$ cat src/rtl/multicycle_ctrl.sv
`default_nettype none
// ============================================================================
// Module   : multicycle_ctrl
// Brief    : Multicycle RV32I control FSM and ALU decoder; optional memory
//            wait-state support when MULTICYCLE_MEMWAIT_EN is defined.
// Revision : 1.0
// ============================================================================
module multicycle_ctrl (
    input  logic       clk,
    input  logic       reset,
    input  logic [6:0] op,
    input  logic [2:0] funct3,
    input  logic       funct7b5,
    input  logic       zero,
    input  logic       mem_ready,
    output logic       PCWrite,
    output logic       AdrSrc,
    output logic       MemWrite,
    output logic       IRWrite,
    output logic       RegWrite,
    output logic [1:0] ResultSrc,
    output logic [1:0] ALUSrcA,
    output logic [1:0] ALUSrcB,
    output logic [1:0] ImmSrc,
    output logic [2:0] ALUControl,
    output logic       illegal_instr,
    output logic [3:0] state
);

    localparam logic [6:0] c_op_load   = 7'b0000011;
    localparam logic [6:0] c_op_store  = 7'b0100011;
    localparam logic [6:0] c_op_rtype  = 7'b0110011;
    localparam logic [6:0] c_op_itype  = 7'b0010011;
    localparam logic [6:0] c_op_branch = 7'b1100011;
    localparam logic [6:0] c_op_jal    = 7'b1101111;

    typedef enum logic [3:0] {
        S_FETCH    = 4'd0,
        S_DECODE   = 4'd1,
        S_MEMADR   = 4'd2,
        S_MEMREAD  = 4'd3,
        S_MEMWB    = 4'd4,
        S_MEMWRITE = 4'd5,
        S_EXECR    = 4'd6,
        S_EXECI    = 4'd7,
        S_ALUWB    = 4'd8,
        S_BEQ      = 4'd9,
        S_JAL      = 4'd10
    } state_t;

    state_t     r_state;
    state_t     w_next;
    logic       w_mem_go;
    logic       w_illegal;
    logic       w_pcupdate;
    logic       w_branch;
    logic       w_irwrite;
    logic       w_memwrite;
    logic       w_regwrite;
    logic       w_adrsrc;
    logic [1:0] w_resultsrc;
    logic [1:0] w_srca;
    logic [1:0] w_srcb;
    logic [1:0] w_aluop;

`ifdef MULTICYCLE_MEMWAIT_EN
    assign w_mem_go = mem_ready;
`else
    logic w_unused_mem_ready;
    assign w_unused_mem_ready = mem_ready;
    assign w_mem_go           = 1'b1;
`endif

    always_ff @(posedge clk or negedge reset) begin
        if (!reset) begin
            r_state <= S_FETCH;
        end else begin
            r_state <= w_next;
        end
    end

    always_comb begin
        w_next    = S_FETCH;
        w_illegal = 1'b0;
        case (r_state)
            S_FETCH:    w_next = w_mem_go ? S_DECODE : S_FETCH;
            S_DECODE: begin
                case (op)
                    c_op_load, c_op_store: w_next = S_MEMADR;
                    c_op_rtype:            w_next = S_EXECR;
                    c_op_itype:            w_next = S_EXECI;
                    c_op_branch:           w_next = S_BEQ;
                    c_op_jal:              w_next = S_JAL;
                    default: begin
                        w_next    = S_FETCH;
                        w_illegal = 1'b1;
                    end
                endcase
            end
            S_MEMADR:   w_next = (op == c_op_store) ? S_MEMWRITE : S_MEMREAD;
            S_MEMREAD:  w_next = w_mem_go ? S_MEMWB : S_MEMREAD;
            S_MEMWRITE: w_next = w_mem_go ? S_FETCH : S_MEMWRITE;
            S_EXECR,
            S_EXECI:    w_next = S_ALUWB;
            default:    w_next = S_FETCH;
        endcase
    end

    // Moore decode of the registered state.
    always_comb begin
        w_pcupdate  = 1'b0;
        w_branch    = 1'b0;
        w_irwrite   = 1'b0;
        w_memwrite  = 1'b0;
        w_regwrite  = 1'b0;
        w_adrsrc    = 1'b0;
        w_resultsrc = 2'b00;
        w_srca      = 2'b00;
        w_srcb      = 2'b00;
        w_aluop     = 2'b00;
        case (r_state)
            S_FETCH: begin
                w_irwrite   = 1'b1;
                w_srcb      = 2'b10;
                w_resultsrc = 2'b10;
                w_pcupdate  = 1'b1;
            end
            S_DECODE: begin
                w_srca = 2'b01;
                w_srcb = 2'b01;
            end
            S_MEMADR: begin
                w_srca = 2'b10;
                w_srcb = 2'b01;
            end
            S_MEMREAD: w_adrsrc = 1'b1;
            S_MEMWB: begin
                w_resultsrc = 2'b01;
                w_regwrite  = 1'b1;
            end
            S_MEMWRITE: begin
                w_adrsrc   = 1'b1;
                w_memwrite = 1'b1;
            end
            S_EXECR: begin
                w_srca  = 2'b10;
                w_aluop = 2'b10;
            end
            S_EXECI: begin
                w_srca  = 2'b10;
                w_srcb  = 2'b01;
                w_aluop = 2'b10;
            end
            S_ALUWB: w_regwrite = 1'b1;
            S_BEQ: begin
                w_srca   = 2'b10;
                w_aluop  = 2'b01;
                w_branch = 1'b1;
            end
            S_JAL: begin
                w_srca     = 2'b01;
                w_srcb     = 2'b10;
                w_pcupdate = 1'b1;
            end
            default: ;
        endcase
    end

    always_comb begin
        ALUControl = 3'b000;
        case (w_aluop)
            2'b01:   ALUControl = 3'b001;
            2'b10: begin
                case (funct3)
                    3'b000:  ALUControl = (funct7b5 & op[5]) ? 3'b001 : 3'b000;
                    3'b001:  ALUControl = 3'b100;
                    3'b010:  ALUControl = 3'b101;
                    3'b100:  ALUControl = 3'b111;
                    3'b101:  ALUControl = 3'b110;
                    3'b110:  ALUControl = 3'b011;
                    3'b111:  ALUControl = 3'b010;
                    default: ALUControl = 3'b000;
                endcase
            end
            default: ALUControl = 3'b000;
        endcase
    end

    always_comb begin
        case (op)
            c_op_store:  ImmSrc = 2'b01;
            c_op_branch: ImmSrc = 2'b10;
            c_op_jal:    ImmSrc = 2'b11;
            default:     ImmSrc = 2'b00;
        endcase
    end

    // Write enables are gated by reset directly so an abort takes effect at once.
    assign PCWrite       = (w_pcupdate | (w_branch & zero)) & reset;
    assign IRWrite       = w_irwrite & reset;
    assign MemWrite      = w_memwrite & reset;
    assign RegWrite      = w_regwrite & reset;
    assign AdrSrc        = w_adrsrc;
    assign ResultSrc     = w_resultsrc;
    assign ALUSrcA       = w_srca;
    assign ALUSrcB       = w_srcb;
    assign illegal_instr = w_illegal;
    assign state         = r_state;

endmodule
`default_nettype wire

$ cat config.mk
export PLATFORM = sky130hd
export DESIGN_NAME = multicycle_ctrl
export DESIGN_NICKNAME = d
export VERILOG_FILES = /design/src/rtl/multicycle_ctrl.sv
export SDC_FILE = /design/constraint.sdc
export NUM_CORES = 1
export LEC_CHECK = 0
export CAP_MARGIN = 20
export CORE_MARGIN = 10
export CORE_UTILIZATION = 30
export CTS_CLUSTER_SIZE = 12
export DETAILED_ROUTE_END_ITERATION = 10
export PLACE_DENSITY_LB_ADDON = 0.3
export SKIP_LAST_GASP = 1
export SLEW_MARGIN = 10
export SYNTH_ARGS = -nofsm -noshare
export SYNTH_HDL_FRONTEND = slang
export SYNTH_SLANG_ARGS = --single-unit
$ cat constraint.sdc
create_clock -name clk -period 2.2 [get_ports clk]
set_input_delay 0.44 -clock clk [delete_from_list [all_inputs] [get_ports clk]]
set_output_delay 0.44 -clock clk [all_outputs]
set_load 0.01 [all_outputs]
==> impl_metrics.ini, run 1 <==
[yosys]
yosys.area_share.xor_xnor_pct = 5.67
synthDistinctLibCells = 45
synth_cells = 72
synthMuxAreaShare_pct = 1.62
synth_edf_count = 0
yosysTopAreaCellShare_pct = 16.2
ys_top_cells_by_count = 5 x inv_1, 4 x dfrtp_1, 4 x nor3b_1
yosysTopAreaCell = dfrtp_1
async_flop_share_pct = 100
synth_most_common_cell = inv_1
syn_nets = 89
dominantRegCellSynth = dfrtp_1
syn_avg_cell_area_um2 = 8.58
synth_area_um2 = 618
synth_fa_ha_area_share_pct = 4.05
synth_compound_area_share_pct = 16.4
synth_area_leaders = dfrtp_1 16%, nor3b_1 4.9%, nor4b_2 4.9%
synth_top_family_by_area = simple AND/OR/NAND/NOR gates
yosys_warnings = 0
synth-simple-area-share_pct = 46.8
yosysSeqAreaShare_pct = 16.2
ys_seq_elements = 4

[cts]
cts_buffers = 3
clock_sinks = 4
path_clk_slew_ps = 30
clk_path_buf_depth = 2
clock_latency_ps = 230
cts_root_buf = clkbuf_4
htree_levels = 1
cts_tree = built

[power_and_ir_drop]
clockPowerShare_pct = 14.1
p_seq_share_pct = 14.7
internal_power_uw = 377
combPwrFrac_pct = 71.1
p_leak_nw = 0.586
swShare_pct = 38.7
ir_drop_v = 0.000329
power.density_nw_per_um2 = 531
power_switching_uw = 238

[floorplanning]
core-area_um2 = 1960
fp.dieH_um = 65.4
die_area_um2 = 4280
num_rows = 16
io_pins = 36
start_util_pct = 31.5
die_x_um = 65.4

[layout]
final_util_pct = 59.1
nets = 144
largest_reg_flops = 4
insertedDiodeCount = 0
drive_gt1_share_pct = 32.8
area_growth_pct = 87.4
nFillCells = 210
multiInputGateArea_um2 = 508
seq_area_um2 = 100
final_area_um2 = 1160

[timing]
tightest_slew_ps = 308
post-route-min-period_ps = 2110
worst_clock_skew_ps = 1.80
period_share_pct = 96.0
slew-limit-headroom_pct = 79.4
finalSetupViolCount = 0
timing.final.max_slew_violations = 0
finalHoldViolCount = 0
fmax_ghz = 0.473

[routing]
wl_um = 2170
drt_iter0_drc = 14
drcViolationCount = 0
avgRoutedWirePerCell_um = 14.3
firstDrtPassIters = 4
vias = 763
postRouteAntennaNets = 0
detail_route.vias_per_cell = 5.02

[run]
drv_cap = 0

[critical_path]
end_kind = primary output
cp_data_required_time_ps = 1760
worstSetupStartpointType = primary input
critical_path_class = primary input to primary output
crit_arrival_ps = 1670
worst-path-max-fanout = 4

[global_routing]
grt_max_degree = 15
track_usage_pct = 10.0
antenna_found_initial = 0
grt_pass1_wl_um = 3500
grt_overflow = 0
grt_pass1_vias = 826

[placement]
place_hpwl_um = 1770
io_buffers = 34
globalplace.congestion = 0.689
placed_cell_area_um2 = 1090

[hold_path]
hp-class = primary input to asynchronous set/reset pin

[run_status]
status = finished clean
-- through the flow --
| step | worst slack (ps) | instances | hold WS, ps | total power, mW | setup TNS, ps |
|---|---|---|---|---|---|
| after floorplan | 120 | 72 | 144 | 0.313 | 0 |
| after global placement | -293 | 147 | 632 | 0.556 | -1280 |
| after detailed placement | -323 | 147 | 652 | 0.572 | -1460 |
| after CTS | -66.3 | 152 | 543 | 0.631 | -66.3 |
| after global routing | -0.442 | 152 | 559 | 0.662 | -0.442 |
| final | 87.4 | 152 | 544 | 0.615 | 0 |
-- path summary, 6_finish.rpt --
path,start,endpoint,slack [ps],cells after the start
min in group clk,state[0]$_DFF_PN0_,state[0]$_DFF_PN0_,660,2
setup reg to reg,state[3]$_DFF_PN0_,state[1]$_DFF_PN0_,870,4
max in group asynchronous,reset,state[1]$_DFF_PN0_,1540,2
setup / recovery,op[4],ImmSrc[1],90,3
hold / removal,reset,state[0]$_DFF_PN0_,540,2
hold reg to reg,state[0]$_DFF_PN0_,state[0]$_DFF_PN0_,660,2
-- power groups by stage --
| stage | clock network, mW | registers, mW | logic, mW |
|---|---|---|---|
| after floorplan | 0 | 0.108 | 0.206 |
| after global placement | 0 | 0.0912 | 0.465 |
| after detailed placement | 0 | 0.0915 | 0.480 |
| after CTS | 0.0907 | 0.0906 | 0.450 |
| after global routing | 0.0955 | 0.0921 | 0.474 |
| final | 0.0869 | 0.0905 | 0.437 |
-- cell type report --
| type | count | share of cell area, % |
|---|---|---|
| flip-flops and latches | 4 | 8.64 |
| multi-input cells | 58 | 43.8 |
| inverters | 6 | 1.94 |
| well taps | 27 | 2.92 |
| clock buffers | 3 | 1.94 |
| repair buffers | 54 | 40.7 |
-- critical path, cell delays in order --
cell	delay [ps]
clkdlybuf4s50_1	560
nor4_4	370
dlygate4sd2_1	300
-- layout by cell type, fill, tap and decap left out, types with 4 or more instances in the layout --
master	synthesis	layout
buf_4	1	20
dlymetal6s2s_1	0	4
clkdlybuf4s50_1	0	15
dlygate4sd2_1	0	11
inv_1	5	5
dfrtp_1	4	4
-- logic make-up after synthesis --
family	after synthesis
AO/OA/AOI/OAI	13
XOR/XNOR	4
flip-flops	4
buffers and inverters	10
adder cells (fa/ha/maj)	2
AND/OR/NAND/NOR	38
multiplexers	1
-- routing by layer --
layer / routed length (µm) / vias to the layer above / track usage (%) / share of wire, %
met4: 16 / 0 / 5.35 / 0.74
met2: 1220 / 25 / 19.1 / 56
met5: 0 / - / 0 / 0
met3: 137 / 2 / 3.39 / 6.3
li1: - / 372 / - / -
met1: 795 / 364 / 9.00 / 37
-- timing repair --
item | 4_1_cts | 5_1_grt
gates resized for setup | 18 | 18
pin swaps | 2 | 3
buffers inserted | 2 | 0
hold buffers | 0 | 0
setup endpoints to repair | 12 | 9
(Power assumes the default switching activity.)
==> run 2: changes to the inputs <==
--- a/config.mk
+++ b/config.mk
@@ -7,7 +7,7 @@
 export LEC_CHECK = 0
 export CAP_MARGIN = 20
 export CORE_MARGIN = 10
-export CORE_UTILIZATION = 30
+export CORE_UTILIZATION = 37
 export CTS_CLUSTER_SIZE = 12
 export DETAILED_ROUTE_END_ITERATION = 10
 export PLACE_DENSITY_LB_ADDON = 0.3
==> run 2 against run 1 <==
The flow now finishes with violations (negative setup slack). Critical path depth is 3 higher. Via count decreased by 0.13%. Count of clock-buffer cells in the layout did not move. Clock power is 15% higher. Core utilization up 17 points. Sequential cell count unchanged. Critical endpoint is now ALUControl[2].
==> impl_metrics.ini, run 2 (synthesis gave the netlist of run 1 again) <==
[run_status]
status = finished, violations left
violations = negative setup slack

[routing]
postRouteAntennaNets = 0
drcViolationCount = 0
wl_um = 2340
avgRoutedWirePerCell_um = 16.5
detail_route.vias_per_cell = 5.37
vias = 762
drt_iter0_drc = 13
firstDrtPassIters = 4

[power_and_ir_drop]
internal_power_uw = 418
clockPowerShare_pct = 14.7
swShare_pct = 39.0
ir_drop_v = 0.000445
p_leak_nw = 0.585
power.density_nw_per_um2 = 588
combPwrFrac_pct = 72.0
finalPower_uw = 685
power_switching_uw = 267
p_seq_share_pct = 13.3

[global_routing]
antenna_found_initial = 0
track_usage_pct = 12.7
grt_max_degree = 15
grt_pass1_vias = 821
grt_pass1_wl_um = 3600
grt_overflow = 0

[floorplanning]
start_util_pct = 40.1
die_area_um2 = 3710
fp.dieH_um = 60.9
core-area_um2 = 1540
num_rows = 14
io_pins = 36
die_x_um = 60.9

[layout]
final_util_pct = 75.6
final_area_um2 = 1160
area_growth_pct = 88.5
final_common_cell = buf_4
insertedDiodeCount = 0
final_cells = 142
drive_gt1_share_pct = 34.1
nets = 145
largest_reg_flops = 4
final_cell_mix = 21 x buf_4, 17 x clkdlybuf4s50_1, 10 x dlygate4sd2_1
nFillCells = 120

[placement]
io_buffers = 34
placed_cell_area_um2 = 1080
place_hpwl_um = 1810
globalplace.congestion = 0.796
placedCellCount = 136
pre_cts_slack_ps = -345

[hold_path]
hp-class = primary input to asynchronous set/reset pin

[critical_path]
end_kind = primary output
crit-reg2reg-launch = state[2]$_DFF_PN0_
r2r_cells = 5
critical_path_class = register to primary output
reg2reg_slack_ps = 750
worstSetupStartpointType = register
worst-path-max-fanout = 4
reg2reg_to = state[1]$_DFF_PN0_
cp_top_family = simple AND/OR/NAND/NOR gates
crit_chain = and2b_2 -> nand2_2 -> inv_1 -> ha_1 -> nor4bb_2 -> clkbuf_2
crit_buf_inv = 2
cpMaxStageDelayCell = dfrtp_1
cp_data_required_time_ps = 1760
cpPeakStageDelay_ps = 380
crit_arrival_ps = 1840
cp-startpoint = state[2]$_DFF_PN0_

[cts]
cts_buffers = 3
path_clk_slew_ps = 40
clock_sinks = 4
htree_levels = 1
clock_latency_ps = 250
cts_root_buf = clkbuf_4
cts_tree = built
clk_path_buf_depth = 2
postCtsHoldBufs = 0

[timing]
finalSetupViolCount = 1
fmax_ghz = 0.440
tightest_slew_ps = 299
rsz0062_at_grt = true
slew-limit-headroom_pct = 79.9
period_share_pct = 103
setup-tns-final_ps = -75.3
post-route-min-period_ps = 2280
timing.final.max_slew_violations = 0
hold_ws_ps = 483
finalHoldViolCount = 0
worst_clock_skew_ps = 1.38
finalWorstSetupSlack_ps = -75.3

[run]
drv_cap = 0
[run 2: cell count changes in the layout (fill, tap and decap cells not counted), sizes merged]
cell / previous run / this run
clkdlybuf4s50: 15 / 17
dlymetal6s2s: 4 / 3
clkdlybuf4s15: 1 / 2
dlygate4sd2: 11 / 10
[run 2: area by class of cell]
class	instances	area, µm²	area share, %
sequential	4	100	8.59
timing repair buffer	55	484	41.6
inverter	6	22.5	1.93
tap	16	20.0	1.72
clock buffer	3	22.5	1.93
multi-input combinational	58	515	44.3
[run 2: worst max path at each step]
stage,to,slack [ps],cells after the start
floorplan,ALUControl[2],120,5
global placement,illegal_instr,-290,5
detailed placement,ALUControl[2],-350,4
CTS,ALUControl[2],-200,6
global route,ALUControl[2],-140,6
finish,ALUControl[2],-80,6
[run 2: worst register-to-register path: cells and delay by family, from the launching register on]
| kind | cells | cell delay [ps] |
|---|---|---|
| buffers and inverters | 2 | 290 |
| AOI/OAI and AO/OA | 2 | 420 |
| and+or+nand+nor | 1 | 280 |
| DFF | 1 | 400 |
[run 2: power groups by stage]
stage	logic (mW)	clock network (mW)	registers, mW
after floorplan	0.206	0	0.108
after global placement	0.464	0	0.0916
after detailed placement	0.478	0	0.0922
after CTS	0.493	0.102	0.0913
after global routing	0.535	0.103	0.0930
final	0.493	0.100	0.0913
[run 2: metal layers]
layer | vias to the layer above | share of wire (%) | GRT usage, %
met5 | - | 0 | 0
met4 | 0 | 2.3 | 8.15
met3 | 5 | 7.9 | 3.76
met2 | 25 | 56 | 25.0
met1 | 364 | 34 | 10.5
li1 | 368 | - | -
[run 2: repair_timing]
item                                   4_1_cts  5_1_grt
cloned                                       0        0
endpoints found under the hold margin        0        0
setup buffers                                2        1
resized for setup                           22       11
setup endpoints to repair                   13        8
pin swaps                                    2        1
==> run 3: changes to the inputs <==
--- a/config.mk
+++ b/config.mk
@@ -7,7 +7,7 @@
 export LEC_CHECK = 0
 export CAP_MARGIN = 20
 export CORE_MARGIN = 10
-export CORE_UTILIZATION = 37
+export CORE_UTILIZATION = 40
 export CTS_CLUSTER_SIZE = 12
 export DETAILED_ROUTE_END_ITERATION = 10
 export PLACE_DENSITY_LB_ADDON = 0.3
==> constraint.sdc (replaced) <==
create_clock -name clk -period 2.72 [get_ports clk]
set_input_delay 0.544 -clock clk [delete_from_list [all_inputs] [get_ports clk]]
set_output_delay 0.544 -clock clk [all_outputs]
set_load 0.01 [all_outputs]
==> run 3 against run 2 <==
The run now ends clean. Count of clock-buffer cells in the layout unchanged. Clock power down 19%. Non-clock buffer count down 8. Final cell count down 5.6%. Setup slack better by 110 ps. Sequential cell count unchanged. Power down 25%. Die area down 5.1%. Global-route usage down 0.89 points. Sequential power down 18%. Highest routed layer unchanged.
==> impl_metrics.ini, run 3 (synthesis gave the netlist of run 1 again) <==
[floorplanning]
num_rows = 14
start_util_pct = 41.5
core-area_um2 = 1490
fp.dieH_um = 59.3
die_area_um2 = 3520
io_pins = 36
die_x_um = 59.3

[timing]
period_share_pct = 98.7
fmax_ghz = 0.373
worst_clock_skew_ps = 8.14
finalHoldViolCount = 0
slew-limit-headroom_pct = 77.5
hold_ws_ps = 657
tightest_slew_ps = 334
timing.final.max_slew_violations = 0
rsz0062_at_grt = true
finalSetupViolCount = 0
post-route-min-period_ps = 2680

[hold_path]
hold-path-cell-count = 2
hold_end = state[2]$_DFF_PN0_
hp-class = register to register
worstHoldStart = state[2]$_DFF_PN0_

[routing]
drt_iter0_drc = 4
drcViolationCount = 0
postRouteAntennaNets = 0
firstDrtPassIters = 3
wl_um = 1950
vias = 701
detail_route.vias_per_cell = 5.23
avgRoutedWirePerCell_um = 14.5

[power_and_ir_drop]
power.density_nw_per_um2 = 481
ir_drop_v = 0.000297
p_leak_nw = 0.458

[critical_path]
reg2reg_slack_ps = 1310
cp_data_required_time_ps = 2180
reg2reg_to = state[1]$_DFF_PN0_
end_kind = primary output
worst-path-max-fanout = 6
cp-startpoint = op[4]
worstSetupStartpointType = primary input
r2r_cells = 4
crit_arrival_ps = 2140
critical_path_class = primary input to primary output
crit-reg2reg-launch = state[3]$_DFF_PN0_

[run_status]
status = finished clean

[run]
drv_cap = 0

[cts]
cts_setup_buffers = 0
htree_levels = 1
clock_latency_ps = 250
cts_root_buf = clkbuf_4
cts_tree = built
clk_path_buf_depth = 2
path_clk_slew_ps = 40
clock_sinks = 4
cts_buffers = 3

[global_routing]
grt_pass1_vias = 771
grt_pass1_wl_um = 3350
antenna_found_initial = 0
track_usage_pct = 11.8
grt_overflow = 0
grt_max_degree = 15

[layout]
nets = 137
area_growth_pct = 73.5
final_area_um2 = 1070
final_common_cell = clkdlybuf4s50_1
insertedDiodeCount = 0
final_util_pct = 72.0
final_cell_mix = 32 x clkdlybuf4s50_1, 13 x buf_4, 5 x inv_1
nFillCells = 132
drive_gt1_share_pct = 23.7
largest_reg_flops = 4

[placement]
globalplace.congestion = 0.756
placed_cell_area_um2 = 1040
place_hpwl_um = 1640
io_buffers = 34
-- run 3: per-layer routing --
metal,up-vias,global-route usage (%),part of all wire [%]
li1,358,-,-
met4,0,3.93,0.72
met5,-,0,0
met1,317,11.1,34
met3,3,5.58,11
met2,23,21.5,55
-- run 3: critical path, stage by stage --
cell and delay [ps]:
clkdlybuf4s50_1 530, nor4_2 400, a21o_1 140, clkdlybuf4s50_1 540
-- run 3: worst max path at each step --
stage / slack (ps) / endpoint
2_1_floorplan: 540 / ALUControl[2]
3_3_place_gp: 20 / illegal_instr
3_5_place_dp: -7 / illegal_instr
4_1_cts: 20 / ImmSrc[1]
5_1_grt: -30 / ImmSrc[0]
6_report: 40 / ImmSrc[0]
-- run 3: layout make-up --
| cell class | instances | area, µm² | area share, % |
|---|---|---|---|
| repair buffers | 47 | 435 | 40.6 |
| multi-input cells | 58 | 472 | 44.0 |
| flip-flops and latches | 4 | 100 | 9.33 |
| well taps | 16 | 20.0 | 1.87 |
| clock buffers | 3 | 22.5 | 2.10 |
| inverters | 6 | 22.5 | 2.10 |
-- run 3: per-stage QoR --
stage | setup slack, ps | power [mW] | cells | TNS [ps]
6_report | 35.9 | 0.516 | 134 | 0
5_1_grt | -31.9 | 0.560 | 134 | -62.8
4_1_cts | 19.0 | 0.523 | 134 | 0
3_5_place_dp | -7.24 | 0.445 | 131 | -7.24
3_3_place_gp | 17.1 | 0.435 | 131 | 0
2_1_floorplan | 536 | 0.253 | 72 | 0
-- run 3: report_power, final --
part           leakage (nW)  internal [mW]  switching, mW
registers            0.0536         0.0692        0.00533
clock network        0.0138         0.0498         0.0307
logic                 0.390          0.200          0.161
total                 0.458          0.319          0.197
-- run 3: timing repair --
action                                  4_1_cts  5_1_grt
gates cloned                                  0        0
resized for setup                             3        1
pin swaps                                     0        1
hold buffers                                  0        0
endpoints found under the setup margin        3        2
